### src/rtl/generic_dsp_casc_param.sv
// generic_dsp_casc_param
// Parametrised DSP48-style multiply-accumulate slice for a FIOS Montgomery
// column. The A operand can be taken from the upstream slice (ACIN_i), and the
// P register can be fed back or taken from the upstream slice (PCIN_i). Either
// of these can also be logically shifted right by one limb, so carries ripple
// down a column through PCOUT_o -> PCIN_i without going through fabric.
module generic_dsp_casc_param #(
  parameter int WIDTH    = 17,
  parameter int ABREG    = 1,
  parameter int MREG     = 1,
  parameter int CREG     = 1,
  parameter int ACASCREG = 1
) (
  input  logic               clock_i,
  input  logic               reset_n_i,
  input  logic               CREG_en_i,
  input  logic               A_SEL_i,
  input  logic [8:0]         OPMODE_i,
  input  logic [WIDTH-1:0]   A_i,
  input  logic [WIDTH-1:0]   B_i,
  input  logic [47:0]        C_i,
  input  logic [WIDTH-1:0]   ACIN_i,
  input  logic [47:0]        PCIN_i,
  output logic [WIDTH-1:0]   ACOUT_o,
  output logic [47:0]        PCOUT_o,
  output logic [2*WIDTH-1:0] P_o
);

  localparam int PW = 2 * WIDTH;

  // Element k of each pipe is the operand after k register stages. Element 0
  // is the combinational selection, so ABREG and ACASCREG index the pipe directly.
  logic [WIDTH-1:0] a_pipe [0:ABREG];
  logic [WIDTH-1:0] b_pipe [0:ABREG];

  assign a_pipe[0] = A_SEL_i ? ACIN_i : A_i;
  assign b_pipe[0] = B_i;

  genvar gi;
  generate
    if (ABREG >= 1) begin : g_stage1
      logic [WIDTH-1:0] a1_reg;
      logic [WIDTH-1:0] acin1_reg;
      logic [WIDTH-1:0] b1_reg;
      logic             sel1_reg;

      // The first stage registers both A sources and the select, so the A mux works on registered values.
      always_ff @(posedge clock_i or negedge reset_n_i) begin
        if (!reset_n_i) begin
          a1_reg    <= '0;
          acin1_reg <= '0;
          b1_reg    <= '0;
          sel1_reg  <= 1'b0;
        end else begin
          a1_reg    <= A_i;
          acin1_reg <= ACIN_i;
          b1_reg    <= b_pipe[0];
          sel1_reg  <= A_SEL_i;
        end
      end

      assign a_pipe[1] = sel1_reg ? acin1_reg : a1_reg;
      assign b_pipe[1] = b1_reg;
    end

    for (gi = 2; gi <= ABREG; gi++) begin : g_stage_n
      logic [WIDTH-1:0] a_reg;
      logic [WIDTH-1:0] b_reg;

      // Later stages carry only the already-selected A operand.
      always_ff @(posedge clock_i or negedge reset_n_i) begin
        if (!reset_n_i) begin
          a_reg <= '0;
          b_reg <= '0;
        end else begin
          a_reg <= a_pipe[gi-1];
          b_reg <= b_pipe[gi-1];
        end
      end

      assign a_pipe[gi] = a_reg;
      assign b_pipe[gi] = b_reg;
    end
  endgenerate

  // Unsigned limb product. It is exactly 2*WIDTH bits wide, so it cannot overflow.
  logic [PW-1:0] m_comb;
  logic [PW-1:0] m_val;

  assign m_comb = PW'(a_pipe[ABREG]) * PW'(b_pipe[ABREG]);

  generate
    if (MREG == 1) begin : g_mreg
      logic [PW-1:0] m_reg;

      // Optional register after the multiplier.
      always_ff @(posedge clock_i or negedge reset_n_i) begin
        if (!reset_n_i) m_reg <= '0;
        else            m_reg <= m_comb;
      end

      assign m_val = m_reg;
    end else begin : g_mcomb
      assign m_val = m_comb;
    end
  endgenerate

  logic [47:0] c_val;

  generate
    if (CREG == 1) begin : g_creg
      logic [47:0] c_reg;

      // C loads only on enable. The adder therefore sees the old C in the same cycle as the load.
      always_ff @(posedge clock_i or negedge reset_n_i) begin
        if (!reset_n_i)     c_reg <= '0;
        else if (CREG_en_i) c_reg <= C_i;
      end

      assign c_val = c_reg;
    end else begin : g_ccomb
      assign c_val = C_i;
    end
  endgenerate

  logic [8:0]  opmode_reg;
  logic [47:0] p_reg;

  // OPMODE is registered once so that it lines up with the product it selects.
  always_ff @(posedge clock_i or negedge reset_n_i) begin
    if (!reset_n_i) opmode_reg <= '0;
    else            opmode_reg <= OPMODE_i;
  end

  logic [47:0] xy_mux;
  logic [47:0] z_mux;
  logic [47:0] w_mux;

  // Operand muxes. Any encoding that is not listed contributes zero rather than X.
  always_comb begin
    xy_mux = '0;
    z_mux  = '0;
    w_mux  = '0;
    if (opmode_reg[3:0] == 4'b0101) xy_mux = 48'(m_val);
    case (opmode_reg[6:4])
      3'b001:  z_mux = PCIN_i;
      3'b010:  z_mux = p_reg;
      3'b101:  z_mux = PCIN_i >> WIDTH;
      3'b110:  z_mux = p_reg >> WIDTH;
      default: z_mux = '0;
    endcase
    if (opmode_reg[8:7] == 2'b11) w_mux = c_val;
  end

  // The 48-bit accumulator wraps modulo 2^48. There is no saturation and no carry-out.
  always_ff @(posedge clock_i or negedge reset_n_i) begin
    if (!reset_n_i) p_reg <= '0;
    else            p_reg <= xy_mux + z_mux + w_mux;
  end

  // Gate on reset so that ACOUT_o reads zero during reset even when it is combinational (ACASCREG=0).
  assign ACOUT_o = reset_n_i ? a_pipe[ACASCREG] : '0;
  assign PCOUT_o = p_reg;
  assign P_o     = p_reg[PW-1:0];

endmodule

### config.mk
export PLATFORM = sky130hd
export DESIGN_NAME = generic_dsp_casc_param
export DESIGN_NICKNAME = d
export VERILOG_FILES = /design/src/rtl/generic_dsp_casc_param.sv
export SDC_FILE = /design/constraint.sdc
export NUM_CORES = 1
export LEC_CHECK = 0
export BUFFER_PORTS_ARGS = -buffer_cell sky130_fd_sc_hd__buf_2
export CORE_ASPECT_RATIO = 0.9
export CORE_MARGIN = 8
export CORE_UTILIZATION = 45
export CTS_CLUSTER_DIAMETER = 40
export DETAILED_ROUTE_END_ITERATION = 16
export SYNTH_ARGS = -nofsm -noshare
export SYNTH_HDL_FRONTEND = slang
export SYNTH_SLANG_ARGS = --single-unit
### constraint.sdc
create_clock -name clock_i -period 8.3 [get_ports clock_i]
set_input_delay 0.415 -clock clock_i [delete_from_list [all_inputs] [get_ports clock_i]]
set_output_delay 0.415 -clock clock_i [all_outputs]
set_load 0.02 [all_outputs]
# == After elaboration in Yosys (flattened, before gate mapping) ==
# Index checks and enable logic that the tools add are counted.
# classes
add_sub_neg,2
mul,1
div_mod_pow,0
n_lt_le_gt_ge,0
n_eq_ne,6
shift,0
n_mux,5
bitwise_logic,0
n_reduce_logical,0
# op_table
op,count
one-hot mux 48 bit (4 select lines),1
adder 34 x 48 -> 48 bit,1
adder 48 bit,1
two-way mux 48 bit,1
multiplier 17 x 17 -> 34 bit,1
two-way mux 17 bit,2
two-way mux 34 bit,1
"== test 3 bit, second input constant",2
"== test 4 x 3 -> 1 bit, second input constant",1
"== test 3 x 1 -> 1 bit, second input constant",1
"== test 3 x 2 -> 1 bit, second input constant",1
"== test 2 bit, second input constant",1
# totals
reg_bits,191
latch_bits,0
ram_bits,0
romBits,0
input_bits,160
output_inout_bits,99
elab_cells,22
mem_count,0

# == Logic depth before layout (Yosys ltp) ==
# Gate-level depths: netlist (run 1).
# logic_depth
word_depth,4
ltp_mapped,25
depth_no_buf,23

# == Least setup slack after synthesis (run 1) ==
# OpenSTA, ideal clock, no wires.
# synth_path
kind,flip-flop to flip-flop
startpoint,register g_stage1.sel1_reg
endpoint,register g_mreg.m_reg[27]
arrival_ps,6384
t_required_ps,8176
slack_ps,1792
path_stages_with_launch,24
path_buffers,3
synth_period_minus_slack_ps,6508
cell_sequence,dfrtp_1 > clkbuf_1 > buf_1 > mux2_2 > clkbuf_1 > nand2_1 > fa_1 > fa_1 > fa_1 > fa_1 > inv_1 > fa_1 > inv_1 > fa_1 > inv_1 > ha_1 > nand4_1 > inv_1 > nand3_1 > o32ai_1 > o221ai_2 > o21ai_1 > a41oi_1 > xnor2_1
# synth_via
elab_chain_cells,2
# synth_rtl
element,line_no,source
start: declaration,45,logic sel1_reg;
start signal: assignment,58,sel1_reg <= A_SEL_i;
two-way mux 17 bit,62,assign a_pipe[1] = sel1_reg ? acin1_reg : a1_reg;
multiplier 17 x 17 -> 34 bit,90,assign m_comb = PW'(a_pipe[ABREG]) * PW'(b_pipe[ABREG]);
via m_comb[27],87,logic [PW-1:0] m_comb;
end signal: assignment,99,else m_reg <= m_comb;
end: declaration,94,logic [PW-1:0] m_reg;
# The timed path passes the listed nets, and every way through them passes these cells.
# A chain may end at the register's enable or synchronous reset.

# == Worst setup path in the final report (run 1) ==
# layout_path
startpoint,register g_stage1.sel1_reg
endpoint,register g_mreg.m_reg[32]
# Same word-level chain as after synthesis.

==> impl_metrics.sql, run 1 <==
INSERT INTO impl_metrics (metric_group, metric, value, unit) VALUES
('yosys', 'synth.net_count', '2740', ''),
('layout', 'final_layout_size_suffix_gt1_frac', '0.1670', ''),
('floorplan', 'floorplan.rows', '74', ''),
('sta', 'timing.setup.tns', '0', 'ps'),
('critical_path', 'crit_path_cell_trace', 'mux2_2, and2_1, fa_1, inv_1, fa_1, fa_1, fa_1, inv_1, fa_1, inv_1, fa_1, inv_1, ha_1, a21o_1, a21oi_1, o21bai_1, nor2_1, a2111oi_0, a211oi_1, o21bai_1, xor2_1', ''),
('min_path', 'worstHoldPathCells', '1', ''),
('critical_path', 'critical_path_buf_inv_count', '4', ''),
('sta', 'rsz_0062_raised_after_global_routing', 'false', ''),
('yosys', 'yosysWarningCount', '0', ''),
('placement', 'globalplace.congestion', '0.9051', ''),
('global_route', 'grt_remaining_overflow', '0', ''),
('floorplan', 'die_y', '218.8', 'um'),
('pwr', 'p_int', '4319', 'uW'),
('critical_path', 'crit_required', '8640', 'ps'),
('global_route', 'grt_start_max_net_pins', '74', ''),
('floorplan', 'die_width', '241.3', 'um'),
('layout', 'area_growth_from_synthesis_to_final_layout', '10.74', '%'),
('critical_path', 'slowest_delay', '890', 'ps'),
('global_route', 'grt_pass1_vias', '16200', ''),
('layout', 'layout.filler_cells', '4300', ''),
('yosys', 'netlist_area', '20560', 'sq um'),
('drt', 'drc', '0', ''),
('global_route', 'grt_antenna_before_repair', '0', ''),
('critical_path', 'critical-path-slowest-cell', 'dfrtp_1', ''),
('yosys', 'post_syn_area_per_cell', '9.553', 'sq um'),
('sta', 'fin_worst_skew', '19.12', 'ps'),
('drt', 'route.detailed.vias_per_inst', '5.277', ''),
('layout', 'antenna_cells', '0', ''),
('floorplan', 'core_area', '45280', 'sq um'),
('outcome', 'result_of_the_run', 'complete, no violations', ''),
('drt', 'drt_first_pass_iters', '7', ''),
('drt', 'dr.first_iter.drc_count', '1045', ''),
('critical_path', 'critical_path.startpoint_type', 'register', ''),
('critical_path', 'critical_path.endpoint_type', 'register', ''),
('layout', 'finalCoreUtilization', '0.5028', ''),
('floorplan', 'fp.dieArea', '52790', 'sq um'),
('pwr', 'combPwrFrac', '0.755', ''),
('yosys', 'async_flop_share', '1.000', ''),
('global_route', 'groute.layer.met1.usage', '0.3054', ''),
('critical_path', 'critPathTopFamily', 'adder cells', ''),
('sta', 'report.final.hold_viol_count', '0', ''),
('yosys', 'synth_seq_area_share', '0.2325', ''),
('sta', 'maxClockFrequency', '142.8', 'MHz'),
('drt', 'routed_wire_length_per_instance', '19.65', 'um'),
('critical_path', 'timing_worst_setup_path_type', 'reg2reg', ''),
('pwr', 'netSwitchingFraction', '0.5025', ''),
('pwr', 'power.net_switching', '4363', 'uW'),
('pwr', 'p_clk_frac', '0.095', ''),
('critical_path', 'r2r_cells', '21', ''),
('pwr', 'power.ir.vdd_worst', '0.3831', 'mV'),
('placement', 'dpl.hpwl', '46390', 'um'),
('pwr', 'sequentialPowerShare', '0.150', ''),
('drt', 'num_vias', '15540', ''),
('global_route', 'grt_util_met3', '0.04231', ''),
('global_route', 'groute.layer.met2.usage', '0.3549', ''),
('floorplan', 'pin_count', '259', ''),
('critical_path', 'path_depth', '21', ''),
('critical_path', 'critPathMostFrequentCell', 'fa_1', ''),
('yosys', 'synth-seq-cells', '191', ''),
('sta', 'final.period_utilization', '0.8439', ''),
('clock_tree', 'tritoncts.num_buffers', '17', ''),
('layout', 'most-common-layout-cells', 'inv_1 (351), nand2_1 (285), fa_1 (259)', ''),
('floorplan', 'start_util', '0.4540', ''),
('sta', 'period_minus_ws_final', '7004', 'ps'),
('min_path', 'hold_class', 'in2reg', ''),
('drt', 'wl', '57850', 'um'),
('global_route', 'grt_first_pass_wirelength', '90860', 'um'),
('global_route', 'busiest_layer', 'met2', ''),
('pwr', 'leakagePower', '0.01176', 'uW'),
('layout', 'regArea', '4780', 'sq um'),
('layout', 'multi_input_comb_area', '13900', 'sq um');
[worst paths after layout]
path / start / end / slack, ps
max: g_stage1.sel1_reg$_DFF_PN0_ / g_mreg.m_reg[32]$_DFF_PN0_ / 1300
min: OPMODE_i[8] / opmode_reg[8]$_DFF_PN0_ / 40
max reg2reg: g_stage1.sel1_reg$_DFF_PN0_ / g_mreg.m_reg[32]$_DFF_PN0_ / 1300
min reg2reg: c_val[38]$_DFFE_PN0P_ / c_val[38]$_DFFE_PN0P_ / 510
max in group asynchronous: reset_n_i / g_stage1.b1_reg[0]$_DFF_PN0_ / 6390
min in group asynchronous: reset_n_i / c_val[43]$_DFFE_PN0P_ / 480
[power groups by stage]
| stage | Combinational, uW | Sequential [uW] | Clock (uW) |
|---|---|---|---|
| finish | 6550 | 1310 | 822 |
| global route | 7460 | 1320 | 893 |
| CTS | 6580 | 1310 | 855 |
| detailed placement | 6520 | 1320 | 0 |
| global placement | 6400 | 1320 | 0 |
| floorplan | 5030 | 1310 | 0 |
[cell families (layout without fill, tap and decap cells)]
| group | after synthesis | after routing | share of synthesized area |
|---|---|---|---|
| simple gates | 570 | 570 | 0.1321 |
| flops | 191 | 191 | 0.2325 |
| buf+inv | 473 | 657 | 0.09263 |
| mux | 65 | 65 | 0.03561 |
| compound gates | 354 | 354 | 0.1218 |
| xor+xnor | 71 | 71 | 0.03025 |
| fa+ha+maj | 428 | 428 | 0.3551 |
[cells in the mapped netlist, drive strengths merged, types with 8 or more instances]
master	count	share of area
a21o	64	0.023
a21oi	75	0.018
a22oi	80	0.029
and2	151	0.046
and3	23	0.0070
buf	42	0.014
clkbuf	80	0.015
dfrtp	191	0.23
fa	259	0.25
ha	169	0.10
inv	351	0.064
mux2	65	0.036
nand2	285	0.052
nand2b	9	0.0027
nand3	14	0.0034
nand4	8	0.0024
nor2	49	0.0089
nor2b	8	0.0024
nor3	8	0.0019
o21a	10	0.0037
o21ai	40	0.0097
o21bai	17	0.0062
xnor2	47	0.020
xor2	24	0.010
[cell type report]
type | instances | area share
multi-input combinational | 1488 | 0.6108
tap | 608 | 0.03342
inverter | 351 | 0.05788
clock inverter | 12 | 0.005167
clock buffer | 19 | 0.01946
sequential | 191 | 0.2100
timing repair buffer | 275 | 0.06337
[what timing repair did]
action / in CTS / in global routing
hold buffers: 6 / 0
resized for setup: 0 / 0
setup buffers: 0 / 0
endpoints found under the hold margin: 75 / 0
endpoints found under the setup margin: 0 / 0
[through the flow]
| step | total power (uW) | hold slack, ps | setup slack, ps | std cells | area [sq um] |
|---|---|---|---|---|---|
| 5_1_grt | 9679 | 4.413 | 939.9 | 2944 | 22760 |
| 6_report | 8683 | 38.91 | 1296 | 2944 | 22760 |
| 2_1_floorplan | 6340 | 119.4 | 1792 | 2152 | 20560 |
| 4_1_cts | 8737 | 0.3499 | 1332 | 2944 | 22760 |
| 3_5_place_dp | 7842 | 444.6 | 1338 | 2907 | 22140 |
| 3_3_place_gp | 7716 | 439.5 | 1451 | 2907 | 22140 |
[per-layer routing]
metal  up-vias  part of all wire
met4         0             0.027
met2       558              0.45
met1      7686              0.44
met5         -                 0
li1       7217                 -
met3        74             0.073
No activity file was read; power rests on OpenSTA's default activity.
==> inputs of run 2 (changes only) <==
PLACE_DENSITY = 0.67   (was default)
clock period = 6.4 ns   (was 8.3 ns; I/O delays follow)
==> impl_metrics.sql, run 2 (synthesized netlist as in run 1, its figures left out) <==
INSERT INTO impl_metrics (metric_group, metric, value, unit) VALUES
('outcome', 'result_of_the_run', 'complete, no violations', ''),
('critical_path', 'critical_path.endpoint_type', 'register', ''),
('pwr', 'power.ir.vdd_worst', '0.6155', 'mV'),
('layout', 'post_layout_nonfiller_instances', '3046', ''),
('critical_path', 'crit_required', '6740', 'ps'),
('clock_tree', 'clk_root_buffer_cell', 'clkbuf_16', ''),
('drt', 'final_antenna_net_count', '0', ''),
('sta', 'final.period_utilization', '0.9687', ''),
('clock_tree', 'clk_path_buf_depth', '2', ''),
('floorplan', 'pin_count', '259', ''),
('pwr', 'power-per-cell-area', '508.3', 'nW/um^2'),
('layout', 'final_common_cell', 'inv_1', ''),
('drt', 'wl', '58320', 'um'),
('floorplan', 'core_area', '45280', 'sq um'),
('critical_path', 'worstPathArrival', '6540', 'ps'),
('layout', 'finalCoreUtilization', '0.5277', ''),
('global_route', 'grt_start_max_net_pins', '97', ''),
('floorplan', 'fp.dieArea', '52790', 'sq um'),
('placement', 'io_buffer_count', '258', ''),
('drt', 'dr.first_iter.drc_count', '1053', ''),
('layout', 'antenna_cells', '0', ''),
('sta', 'timing_worst_slew_pin_value', '786.7', 'ps'),
('run', 'drv_cap', '0', ''),
('min_path', 'hold_class', 'in2reg', ''),
('drt', 'routed_wire_length_per_instance', '19.15', 'um'),
('drt', 'drt_first_pass_iters', '5', ''),
('sta', 'report.final.hold_viol_count', '0', ''),
('clock_tree', 'clock_sinks', '191', ''),
('global_route', 'grt_remaining_overflow', '0', ''),
('sta', 'timing.setup.tns', '0', 'ps'),
('layout', 'most-common-layout-cells', 'inv_1 (350), nand2_1 (285), fa_1 (259)', ''),
('placement', 'globalplace.congestion', '0.9417', ''),
('pwr', 'post-layout-total-power', '12140', 'uW'),
('layout', 'final_layout_size_suffix_gt1_frac', '0.1858', ''),
('clock_tree', 'tritoncts', 'yes', ''),
('critical_path', 'worst_setup_path_startpoint', 'g_stage1.sel1_reg$_DFF_PN0_', ''),
('min_path', 'worstHoldStart', 'C_i[36]', ''),
('placement', 'dp_cells', '2946', ''),
('drt', 'drc', '0', ''),
('global_route', 'groute.usage.overall', '0.2225', ''),
('global_route', 'grt_antenna_before_repair', '1', ''),
('critical_path', 'worst_r2r_startpoint', 'g_stage1.sel1_reg$_DFF_PN0_', ''),
('sta', 'slew_headroom', '0.4755', ''),
('floorplan', 'die_width', '241.3', 'um'),
('clock_tree', 'htreeDepth', '4', ''),
('sta', 'finalSetupViolations', '0', ''),
('sta', 'period_minus_ws_final', '6200', 'ps'),
('sta', 'fin_worst_skew', '18.19', 'ps'),
('clock_tree', 'worstSkewPairLatency', '480', 'ps'),
('drt', 'route.detailed.vias_per_inst', '5.258', ''),
('global_route', 'grt_pass1_vias', '16420', ''),
('sta', 'timing.final.ws_setup', '200.3', 'ps'),
('critical_path', 'critical_path.startpoint_type', 'register', ''),
('placement', 'place_ws', '-134.9', 'ps'),
('critical_path', 'worstPathMaxFanout', '9', ''),
('sta', 'maxClockFrequency', '161.3', 'MHz'),
('clock_tree', 'worst_setup_hold_path_clk_slew', '90', 'ps'),
('critical_path', 'r2r_slack', '200', 'ps'),
('floorplan', 'start_util', '0.4540', ''),
('clock_tree', 'tritoncts.num_buffers', '17', ''),
('layout', 'nets', '3013', ''),
('critical_path', 'timing_worst_setup_path_type', 'reg2reg', ''),
('floorplan', 'floorplan.rows', '74', ''),
('layout', 'area_growth_from_synthesis_to_final_layout', '16.23', '%'),
('floorplan', 'die_y', '218.8', 'um'),
('drt', 'num_vias', '16020', ''),
('pwr', 'leakagePower', '0.01229', 'uW'),
('sta', 'final_max_slew_viol_count', '0', ''),
('global_route', 'grt_first_pass_wirelength', '91270', 'um'),
('placement', 'dpl.hpwl', '48260', 'um');
run 2: changes by cell type in the layout (fill, tap and decap cells not counted), sizes merged:
cell	delta
bufinv	+2
dlygate4sd3	+56
buf	+44
inv	-1
clkbuf	+1
run 2: metrics by stage:
stage               hold WS (ps)  area (sq um)
floorplan                  24.41         20560
global placement           406.0         22450
detailed placement         409.0         22450
CTS                        46.59         23700
global route               43.93         23890
finish                     70.76         23890
run 2: cell type report:
cell class	instances	area, sq um
Inverter	351	1318
Tap cell	608	760.7
Timing Repair Buffer	376	2382
Clock buffer	19	442.9
Clock inverter	13	168.9
Multi-Input combinational cell	1488	14040
Sequential cell	191	4781
Fill cell	4128	21380
run 2: routing by layer:
layer	vias to the layer above	wire length, um	GRT usage
li1	7418	-	-
met1	7887	25790	0.3046
met2	616	26480	0.3540
met3	94	4262	0.04269
met4	0	1791	0.07091
met5	-	0	0
run 2: worst paths after layout:
path | endpoint | cells after the start
hold / removal | c_val[36]$_DFFE_PN0P_ | 2
max in group asynchronous | c_val[19]$_DFFE_PN0P_ | 3
hold reg to reg | c_val[37]$_DFFE_PN0P_ | 1
min in group asynchronous | c_val[44]$_DFFE_PN0P_ | 2
setup reg to reg | g_mreg.m_reg[32]$_DFF_PN0_ | 23
setup / recovery | g_mreg.m_reg[32]$_DFF_PN0_ | 23
run 2: what timing repair did:
| item | CTS | global route |
|---|---|---|
| endpoints found under the hold margin | 138 | 0 |
| cloned | 0 | 1 |
| hold buffers | 62 | 0 |
| setup endpoints to repair | 5 | 10 |
| pin swaps | 2 | 14 |
| resized for setup | 2 | 31 |
| setup buffers | 1 | 4 |
run 2: report_power, final:
part	internal [uW]	switching, uW
clock	602	536
sequential	1550	137
combinational	4000	5330
total	6150	6000
run 2: worst max-delay path: stages (launching register included):
cell and delay [ps]:
dfrtp_2 460, clkbuf_16 190, mux2_4 350, buf_4 180, and2_1 170, fa_1 530
inv_1 60, fa_1 530, inv_1 50, fa_1 390, fa_1 490, fa_1 500
inv_1 50, fa_1 470, inv_1 40, ha_1 280, a21o_1 160, a21o_1 180
a21oi_2 150, o21ai_1 100, a21o_1 200, a211oi_2 290, o21bai_1 110, xor2_1 140
